<file path="config.mk">
export PLATFORM = sky130hd
export DESIGN_NAME = sr_drive_encoder
export DESIGN_NICKNAME = d
export VERILOG_FILES = /design/src/rtl/sr_pkg.sv /design/src/rtl/sr_tick_counter.sv /design/src/rtl/sr_drive_encoder.sv
export SDC_FILE = /design/constraint.sdc
export NUM_CORES = 1
export LEC_CHECK = 0
export ABC_AREA = 1
export CAP_MARGIN = 20
export CORE_MARGIN = 2
export CORE_UTILIZATION = 50
export CTS_BUF_LIST = sky130_fd_sc_hd__clkbuf_8
export CTS_CLUSTER_SIZE = 14
export DETAILED_ROUTE_END_ITERATION = 16
export PLACE_DENSITY_LB_ADDON = 0.05
export SYNTH_ARGS = -nofsm -noshare
export SYNTH_HDL_FRONTEND = slang
export SYNTH_SLANG_ARGS = --single-unit
</file>
<file path="constraint.sdc">
create_clock -name clk_i -period 1.3 [get_ports clk_i]
set_clock_uncertainty 0.1 [all_clocks]
set_input_delay 0.195 -clock clk_i [delete_from_list [all_inputs] [get_ports clk_i]]
set_output_delay 0.195 -clock clk_i [all_outputs]
set_load 0.01 [all_outputs]
</file>
<file path="src/rtl/sr_pkg.sv">
// rtl/sr_pkg.sv - shared types and parameter defaults for the S/R drive encoder
//
// Contents:
//   sr_state_t      encoder FSM states (idle, pulse, guard gap)
//   SR_*_DEF        default pulse width, gap width and counter width
package sr_pkg;

  typedef enum logic [1:0] {
    SR_IDLE  = 2'd0,
    SR_PULSE = 2'd1,
    SR_GAP   = 2'd2
  } sr_state_t;

  localparam int SR_PULSE_W_DEF = 4;
  localparam int SR_GAP_W_DEF   = 2;
  localparam int SR_CNT_W_DEF   = 8;

endpackage

</file>
<file path="src/rtl/sr_tick_counter.sv">
// rtl/sr_tick_counter.sv - loadable down-counter shared by pulse and gap timing
//
// Ports:
//   clk_i       clock, rising edge
//   rst_n_i     asynchronous active-low reset (counter clears to 0)
//   load_i      load load_val_i on the next edge (has priority over dec_i)
//   load_val_i  value to load
//   dec_i       decrement on the next edge; saturates at 0
//   zero_o      counter currently equals 0
module sr_tick_counter #(
  parameter int CNT_W = 8
) (
  input  logic             clk_i,
  input  logic             rst_n_i,
  input  logic             load_i,
  input  logic [CNT_W-1:0] load_val_i,
  input  logic             dec_i,
  output logic             zero_o
);

  logic [CNT_W-1:0] cnt_q, cnt_d;

  always_comb begin
    cnt_d = cnt_q;
    if (load_i) begin
      cnt_d = load_val_i;
    end else if (dec_i && (cnt_q != '0)) begin
      cnt_d = cnt_q - 1'b1;
    end
  end

  always_ff @(posedge clk_i or negedge rst_n_i) begin
    if (!rst_n_i) begin
      cnt_q <= '0;
    end else begin
      cnt_q <= cnt_d;
    end
  end

  assign zero_o = (cnt_q == '0);

endmodule

</file>
<file path="src/rtl/sr_drive_encoder.sv">
// rtl/sr_drive_encoder.sv - timed, mutually exclusive S/R pulse generator with state model
//
// Optional feature macro: SR_FEEDBACK_CHECK_EN (compare q_fb_i with the target
// at the end of every pulse and raise a sticky err_o on mismatch).
//
// Ports:
//   clk_i        clock, rising edge
//   rst_n_i      asynchronous active-low reset
//   req_valid_i  request present
//   req_ready_o  encoder idle and able to accept (state decode only)
//   req_level_i  requested Q level (1 = set, 0 = reset)
//   req_force_i  pulse even if the level already matches the model
//   s_o, r_o     registered set / reset drives
//   q_model_o    registered model of the flip-flop state
//   busy_o       pulse or guard gap in progress
//   q_fb_i       flip-flop Q feedback (check feature only)
//   err_clr_i    synchronous clear of err_o (check feature only)
//   err_o        sticky feedback mismatch flag
module sr_drive_encoder
  import sr_pkg::*;
#(
  parameter int PULSE_W = SR_PULSE_W_DEF,
  parameter int GAP_W   = SR_GAP_W_DEF,
  parameter int CNT_W   = SR_CNT_W_DEF
) (
  input  logic clk_i,
  input  logic rst_n_i,
  input  logic req_valid_i,
  output logic req_ready_o,
  input  logic req_level_i,
  input  logic req_force_i,
  output logic s_o,
  output logic r_o,
  output logic q_model_o,
  output logic busy_o,
  input  logic q_fb_i,
  input  logic err_clr_i,
  output logic err_o
);

  localparam logic [CNT_W-1:0] PULSE_LOAD = CNT_W'(PULSE_W - 1);
  localparam logic [CNT_W-1:0] GAP_LOAD   = (GAP_W > 0) ? CNT_W'(GAP_W - 1) : '0;

  sr_state_t        state_q, state_d;
  logic             s_q, s_d;
  logic             r_q, r_d;
  logic             q_model_q, q_model_d;
  logic             target_q, target_d;

  logic             cnt_load;
  logic [CNT_W-1:0] cnt_load_val;
  logic             cnt_dec;
  logic             cnt_zero;
  logic             chk_fire;

  sr_tick_counter #(
    .CNT_W (CNT_W)
  ) u_tick (
    .clk_i      (clk_i),
    .rst_n_i    (rst_n_i),
    .load_i     (cnt_load),
    .load_val_i (cnt_load_val),
    .dec_i      (cnt_dec),
    .zero_o     (cnt_zero)
  );

  always_comb begin
    state_d      = state_q;
    s_d          = s_q;
    r_d          = r_q;
    q_model_d    = q_model_q;
    target_d     = target_q;
    cnt_load     = 1'b0;
    cnt_load_val = PULSE_LOAD;
    cnt_dec      = 1'b0;

    case (state_q)
      SR_IDLE: begin
        // A matching, unforced request is swallowed here without leaving IDLE.
        if (req_valid_i && ((req_level_i != q_model_q) || req_force_i)) begin
          state_d      = SR_PULSE;
          target_d     = req_level_i;
          s_d          = req_level_i;
          r_d          = ~req_level_i;
          cnt_load     = 1'b1;
          cnt_load_val = PULSE_LOAD;
        end
      end
      SR_PULSE: begin
        if (cnt_zero) begin
          s_d       = 1'b0;
          r_d       = 1'b0;
          q_model_d = target_q;
          if (GAP_W > 0) begin
            state_d      = SR_GAP;
            cnt_load     = 1'b1;
            cnt_load_val = GAP_LOAD;
          end else begin
            state_d = SR_IDLE;
          end
        end else begin
          cnt_dec = 1'b1;
        end
      end
      SR_GAP: begin
        if (cnt_zero) begin
          state_d = SR_IDLE;
        end else begin
          cnt_dec = 1'b1;
        end
      end
      default: begin
        state_d = SR_IDLE;
        s_d     = 1'b0;
        r_d     = 1'b0;
      end
    endcase
  end

  always_ff @(posedge clk_i or negedge rst_n_i) begin
    if (!rst_n_i) begin
      state_q   <= SR_IDLE;
      s_q       <= 1'b0;
      r_q       <= 1'b0;
      q_model_q <= 1'b0;
      target_q  <= 1'b0;
    end else begin
      state_q   <= state_d;
      s_q       <= s_d;
      r_q       <= r_d;
      q_model_q <= q_model_d;
      target_q  <= target_d;
    end
  end

  // The last pulse cycle: the flip-flop has been driven for PULSE_W-1 edges.
  assign chk_fire = (state_q == SR_PULSE) && cnt_zero;

`ifdef SR_FEEDBACK_CHECK_EN
  logic err_q, err_d;

  // A fresh mismatch wins over a simultaneous clear.
  always_comb begin
    err_d = err_q & ~err_clr_i;
    if (chk_fire && (q_fb_i != target_q)) begin
      err_d = 1'b1;
    end
  end

  always_ff @(posedge clk_i or negedge rst_n_i) begin
    if (!rst_n_i) begin
      err_q <= 1'b0;
    end else begin
      err_q <= err_d;
    end
  end

  assign err_o = err_q;
`else
  logic unused_fb;
  assign unused_fb = ^{q_fb_i, err_clr_i, chk_fire};
  assign err_o     = 1'b0;
`endif

  assign s_o         = s_q;
  assign r_o         = r_q;
  assign q_model_o   = q_model_q;
  assign req_ready_o = (state_q == SR_IDLE);
  assign busy_o      = (state_q != SR_IDLE);

endmodule

</file>
* Word-level counts from Yosys, hierarchy flattened *
Cells that the tools add are included.

cells by class
  bitwise operators = 2
  reduce and logical (&&, ||, !) cells = 13
  add/sub/neg operators = 1
  mux-type cells = 18
  eq/ne operators = 6

operators by type and width
  cell                   number
  $mux W8                2
  $mux W2                5
  $logic_not A8 Y1       1
  $reduce_bool A8 Y1     1
  $sub A8 B1 Y8 const B  1
  $mux W1                7
  $pmux W1 S3            2
  $pmux W2 S3            1
  $reduce_and A3 Y1      2
  $ne A2 B2 Y1 const B   2
  $reduce_and A2 Y1      2
  $reduce_bool A2 Y1     2
  $eq A2 B1 Y1 const B   1
  $eq A2 B2 Y1 const B   1
  $logic_and A1 B1 Y1    2
  $logic_not A2 Y1       1
  $ne A2 B1 Y1 const B   1
  $not A1 Y1             2
  $pmux W1 S2            1
  $reduce_or A2 Y1       1
  $logic_or A1 B1 Y1     1
  $ne A1 B1 Y1           1

storage, ports and cells
  output and inout bits = 6
  logic and storage cells = 46
  bits in registers = 14

* Depth between registers and ports, before layout *
Gate-level depths: netlist of run 1.

  word-level depth = 6
  mapped depth = 9

* Hierarchy *
A second synthesis of run 1 with hierarchy kept.

second synthesis, totals
  cell total of the unflattened synthesis = 146
  area total of the unflattened synthesis = 1018.5 um2

by module, submodules not included
  module            seq. area each (um2)  area each (um2)  cells each  instances
  sr_tick_counter   200.2                 596.8            93          1
  sr_drive_encoder  150.1                 421.7            53          1

* Worst setup path after synthesis of run 1 *
OpenSTA, ideal clock, no wires.

  path type = reg2reg
  start point = register state_q[0]
  end point = register u_tick.cnt_q[7]
  arrival time = 1.260 ns
  setup time = 0.071 ns
  period minus slack after synthesis = 1.432 ns
  setup slack = -0.132 ns
  path buffers = 0
  cell stages (with the launch flop) = 9
  cells stage by stage = dfrtp_1 inv_1 ha_1 inv_1 nor2_8 nand2_1 nand2_1 inv_1 nor2_1

on the way
  cells in the longest elaborated chain, start to end = 5

RTL lines
  what                                                 line                     RTL
  from (decl)                                          sr_drive_encoder.sv:44   sr_state_t state_q, state_d;
  from (signal assigned)                               sr_drive_encoder.sv:128  state_q <= state_d;
  $eq A2 B1 Y1 / $eq A2 B2 Y1 (equally long branches)  sr_drive_encoder.sv:77   case (state_q)
  $reduce_or A2 Y1 (no line)                           n/a
  $mux W1                                              n/a
  $logic_and A1 B1 Y1                                  sr_tick_counter.sv:27    end else if (dec_i && (cnt_q != '0)) begin
  $reduce_bool A2 Y1 (no line)                         n/a
  to (signal assigned)                                 sr_tick_counter.sv:36    cnt_q <= cnt_d;
  to (decl)                                            sr_tick_counter.sv:21    logic [CNT_W-1:0] cnt_q, cnt_d;

Several ways; a longest one is shown, not always the timed one.
A chain may end at the register's enable or synchronous reset.

* Worst setup path after layout of run 1 *
  start point = register u_tick.cnt_q[0]
  end point = register u_tick.cnt_q[7]

on the way
  cells in the longest elaborated chain, start to end = 5

RTL lines
  what
  parallel branches: the longest is 5 deep, another holds $sub A8 B1 Y8

Several ways; the timed one is not identified. The select of a mux whose other input is x is not followed.

==> results.cfg, run 1 <==
[critical_path]
path_buf_inv = 2
cp_top_family = simple AND/OR/NAND/NOR gates
path_common_cell = nand2_4
required_ns = 1.34
path_depth = 9
cp_cell_sequence = inv_2 -> ha_4 -> nand2_4 -> nor2_8 -> nand2_4 -> nand2_4 -> inv_2 -> nand2_1 -> nor2_1
crit_type = flop to flop
end_kind = flop
slowest_stage = dfrtp_1
critPathMaxFanout = 8
crit_arrival_ns = 1.49
reg2reg_depth = 9
worstSetupStartpointType = flop
cpPeakStageDelay_ns = 0.40

[min_path]
hold_class = input pin to asynchronous set/reset pin

[placed_design]
io_buffers = 9
dp_hpwl_um = 1631
place_ws_ns = -0.2932
gp_congestion = 0.8426

[timing]
finalCriticalPeriod_ns = 1.456
drv_slew = 0
finalHoldViolations = 0
post-route-period-util = 1.120
hold_ws_ns = 0.1651
rsz0062_at_grt = true
layout_setup_ws_ns = -0.1564
max_freq_mhz = 686.6
setup_viol = 15
tns_ns = -1.455

[synth]
yosysTopAreaCell = dfrtp_1
syn_nets = 142
ys_ff_latch = 14
netlist_area_um2 = 974.7
synth_most_common_cell = nand2_1
synthCells = 129
synth_edf_count = 0
syn_avg_cell_area_um2 = 7.556
yosys-top-cells-area = dfrtp_1 36%, nand2_1 14%, inv_1 9.2%
ys_top_cells_by_count = 36 x nand2_1, 24 x inv_1, 14 x dfrtp_1
netlist.area_leader.share = 0.3594
synth.distinct_cells = 23
ys_seq_area_frac = 0.3594
synth-main-ff-cell = dfrtp_1
yosys_warnings = 0
async_flop_share = 1.000

[outcome]
status = finished with violations
violations = negative setup slack

[power]
power_density_nw_per_um2 = 2731
seq_power_share = 0.205
power.leakage_uw = 0.0007810
p_switching_uw = 1779
p_int_uw = 2027
power_uw = 3806
switching_share = 0.4674
comb_power_share = 0.682
clkPwrFrac = 0.112
peakVddDrop_mv = 1.553

[grt]
grt_pass1_wl_um = 3657
grt_max_degree = 15
grt-ovfl-total = 0
antenna_found_initial = 0
grt_usage = 0.2305
grt_pass1_vias = 842

[drt]
drtIter0Drc = 20
firstDrtPassIters = 4
ant_nets = 0
highest_layer = met4
routed_wl_um = 2365
routed_via_density = 4.903
remaining_drc_errors = 0
wire_per_inst_um = 12.72
drt-met1-wl_um = 988
wl_met3_um = 115
vias = 912
dr_wl_met2_um = 1216

[job]
drv_cap = 0

[clock_network]
insertion_delay_ns = 0.25
cts_sinks = 14
clock_tree.htree_level_count = 1
numCtsBuffers = 3
cts_hold_buf = 0
clkTransAtPathRegs_ns = 0.06
tritoncts = done
clk_path_buf_depth = 2
root_buffer = clkbuf_8

[layout]
synthToLayoutAreaGrowth_pct = 43.00
drive_above_1_share = 0.3540
diodes = 0
finalNetCount = 175

[floorplanning]
die_area_um2 = 2318
initial_core_util = 0.5467
die_h_um = 48.15
coreArea_um2 = 1783
num_rows = 15
io_pins = 13
die_w_um = 48.15
per-layer routing:
layer,up-vias,GRT usage
met1,426,0.3063
met4,0,0.08649
met5,-,0
met2,22,0.3868
li1,459,-
met3,5,0.02222
layout by cell type, fill, tap and decap left out, drive strengths merged, types with 2 or more instances in the layout:
master,synthesis,final
a21oi,2,2
buf,1,21
clkbuf,0,4
clkdlybuf4s50,0,4
dfrtp,14,14
dlygate4sd2,0,3
ha,6,6
inv,25,25
nand2,43,43
nand3,13,14
nand4,5,5
nor2,12,12
o21ai,3,3
flip-flops by register name, indices dropped and copies added (netlist names):
signal and count:
q_model_o 1, r_o 1, s_o 1, state_q 2, target_q 1, u_tick.cnt_q 8
power by group through the flow:
stage	sequential, uW	clock (uW)	combinational [uW]
after floorplan	812	0	1490
after CTS	781	436	2470
final	782	428	2600
after global routing	801	450	2860
after global placement	779	0	2280
after detailed placement	788	0	2340
final timing paths:
check                                      from              end  slack [ns]
worst max-delay path            u_tick.cnt_q[0]  u_tick.cnt_q[7]       -0.16
worst min-delay path                    rst_n_i  u_tick.cnt_q[6]        0.17
worst max register to register  u_tick.cnt_q[0]  u_tick.cnt_q[7]       -0.16
worst min register to register              s_o              s_o        0.37
max in group asynchronous               rst_n_i       state_q[0]        0.76
min in group clk_i                          s_o              s_o        0.37
what timing repair did:
| item | in CTS | in global routing |
|---|---|---|
| gates resized for setup | 22 | 5 |
| hold endpoints to repair | 0 | 0 |
| setup endpoints to repair | 19 | 16 |
| gates cloned | 1 | 0 |
| setup buffers | 0 | 1 |
| pin swaps | 5 | 2 |
worst reg2reg max path: cells and delay by family, from the launching register on:
kind	cells	cell delay (ns)
AND/OR/NAND/NOR	6	0.54
flip-flops	1	0.40
adder cells (fa/ha/maj)	1	0.15
buffers and inverters	2	0.14
cell type report:
type / count / area (um^2)
fillers: 132 / 389.1
well taps: 25 / 31.28
multi-input cells: 90 / 628.1
flip-flops and latches: 14 / 350.3
repair buffers: 28 / 235.2
inverters: 25 / 93.84
clock buffers: 4 / 55.05
kinds of logic after synthesis:
| family | synth area share |
|---|---|
| AOI/OAI and AO/OA | 0.02952 |
| xor gates and xnor gates | 0.008988 |
| adders and majority gates | 0.07702 |
| buffers and inverters | 0.1040 |
| DFF | 0.3594 |
| other | 0.003847 |
| and+or+nand+nor | 0.4172 |
stage by stage:
stage	utilization	area, um^2	instances
global route	0.7818	1394	186
finish	0.7818	1394	186
global placement	0.7074	1261	180
floorplan	-	1012	129
CTS	0.7642	1363	185
detailed placement	0.7074	1261	180
Power figures use the tool's default switching activity.
==> run 2, diff against run 1 <==
--- a/config.mk
+++ b/config.mk
@@ -8,10 +8,11 @@
 export ABC_AREA = 1
 export CAP_MARGIN = 20
 export CORE_MARGIN = 2
-export CORE_UTILIZATION = 50
+export CORE_UTILIZATION = 44
 export CTS_BUF_LIST = sky130_fd_sc_hd__clkbuf_8
 export CTS_CLUSTER_SIZE = 14
 export DETAILED_ROUTE_END_ITERATION = 16
+export HOLD_SLACK_MARGIN = 0.08
 export PLACE_DENSITY_LB_ADDON = 0.05
 export SYNTH_ARGS = -nofsm -noshare
 export SYNTH_HDL_FRONTEND = slang
==> results.cfg, run 2 (synthesized netlist as in run 1, its figures left out) <==
[placed_design]
place_inst = 179
io_buffers = 9
place_ws_ns = -0.3038
dp_hpwl_um = 1564
gp_congestion = 0.8643

[floorplanning]
io_pins = 13
num_rows = 17
initial_core_util = 0.4537
die_h_um = 51.07
die_w_um = 51.07
die_area_um2 = 2608
coreArea_um2 = 2148

[layout]
fin_cells = 193
final_common_cell = nand2_1
finalNetCount = 179
largestRegisters = u_tick.cnt_q: 8 flops, state_q: 2 flops
diodes = 0
fillers = 181
largest_register = u_tick.cnt_q
finish.utilization = 0.7204
largest_reg_flops = 8
drive_above_1_share = 0.4909
synthToLayoutAreaGrowth_pct = 58.79
mostFrequentLayoutCells = 24 x nand2_1, 17 x inv_1, 17 x buf_4

[clock_network]
tritoncts = done
numCtsBuffers = 3
clk_path_buf_depth = 2
insertion_delay_ns = 0.25
clkTransAtPathRegs_ns = 0.06
cts_sinks = 14
clock_tree.htree_level_count = 1
root_buffer = clkbuf_8

[timing]
finalCriticalPeriod_ns = 1.435
finalHoldViolations = 0
tns_ns = -1.467
drv_slew = 0
layout_setup_ws_ns = -0.1353
setup_viol = 16
rsz0062_at_grt = true
max_freq_mhz = 696.7
post-route-period-util = 1.104

[drt]
firstDrtPassIters = 4
ant_nets = 0
routed_wl_um = 2418
vias = 932
drtIter0Drc = 9
wire_per_inst_um = 12.53
routed_via_density = 4.829
remaining_drc_errors = 0

[power]
peakVddDrop_mv = 1.722
power_density_nw_per_um2 = 2725
power.leakage_uw = 0.0008046
power_uw = 4217

[critical_path]
critPathMaxFanout = 8
worstSetupStartpointType = flop
required_ns = 1.34
end_kind = flop
crit_type = flop to flop
crit_arrival_ns = 1.48

[grt]
grt_usage = 0.2079
grt-ovfl-total = 0
grt_pass1_wl_um = 3912
grt_max_degree = 15
grt_pass1_vias = 889
antenna_found_initial = 0

[outcome]
violations = negative setup slack
status = finished with violations

[min_path]
hold_class = input pin to asynchronous set/reset pin

[job]
drv_cap = 0
-- run 2: cell types whose count changed in the layout (fill, tap and decap cells not counted), moves of 3 or more --
| cell | delta |
|---|---|
| buf_6 | +5 |
| nand2_2 | +9 |
| nand2_4 | -3 |
| nor2_2 | +5 |
| nor2_1 | -7 |
| nand2_1 | -8 |
-- run 2: cell type report --
type | count | area [um^2] | area share
multi-input combinational | 90 | 721.9 | 0.4665
sequential | 14 | 350.3 | 0.2264
timing repair buffer | 32 | 286.5 | 0.1851
inverter | 25 | 98.84 | 0.06386
clock buffer | 4 | 55.05 | 0.03557
tap | 28 | 35.03 | 0.02264
-- run 2: routing by layer --
| metal | share of wire | global-route usage | wire (um) |
|---|---|---|---|
| met5 | 0 | 0 | 0 |
| met4 | 0.017 | 0.08108 | 40 |
| met3 | 0.033 | 0.05556 | 81 |
| met2 | 0.55 | 0.3723 | 1325 |
| met1 | 0.40 | 0.2320 | 970 |
-- run 2: report_power, final --
group	total [uW]	internal, uW	leakage, uW	switching [uW]
sequential	813	638	0.000179	175
clock	433	269	0.0000288	164
combinational	2970	1340	0.000597	1630
-- run 2: worst paths after layout --
check                                     start               to  slack [ns]  cells past startpoint
worst max-delay path            u_tick.cnt_q[0]  u_tick.cnt_q[5]       -0.14                      8
worst min-delay path                    rst_n_i       state_q[1]        0.15                      2
worst max register to register  u_tick.cnt_q[0]  u_tick.cnt_q[5]       -0.14                      8
worst min register to register              s_o              s_o        0.36                      2
max in group asynchronous               rst_n_i  u_tick.cnt_q[6]        0.78                      2
min in group clk_i                  req_level_i              s_o        0.17                      3
-- run 2: stage by stage --
step | instance area, um^2 | hold WS (ns)
final | 1548 | 0.1497
after global placement | 1235 | 0.3571
after floorplan | 1012 | -0.2006
after CTS | 1446 | 0.1570
after detailed placement | 1235 | 0.3585
after global routing | 1548 | 0.1872
-- run 2: timing repair --
action                                 in CTS  in global routing
resized for setup                          38                 23
endpoints found under the hold margin       0                  0
setup buffers                               7                  3
setup endpoints to repair                  19                 16
hold buffers                                0                  0
pin swaps                                  11                 10
cloned                                      1                  0
-- run 2: worst max-delay path, stage by stage (launching register included) --
cell	delay (ns)
dfrtp_1	0.39
inv_2	0.10
ha_4	0.15
nand2_4	0.07
nor2_8	0.20
nand2_8	0.11
nand2_8	0.09
buf_6	0.10
a21oi_2	0.02
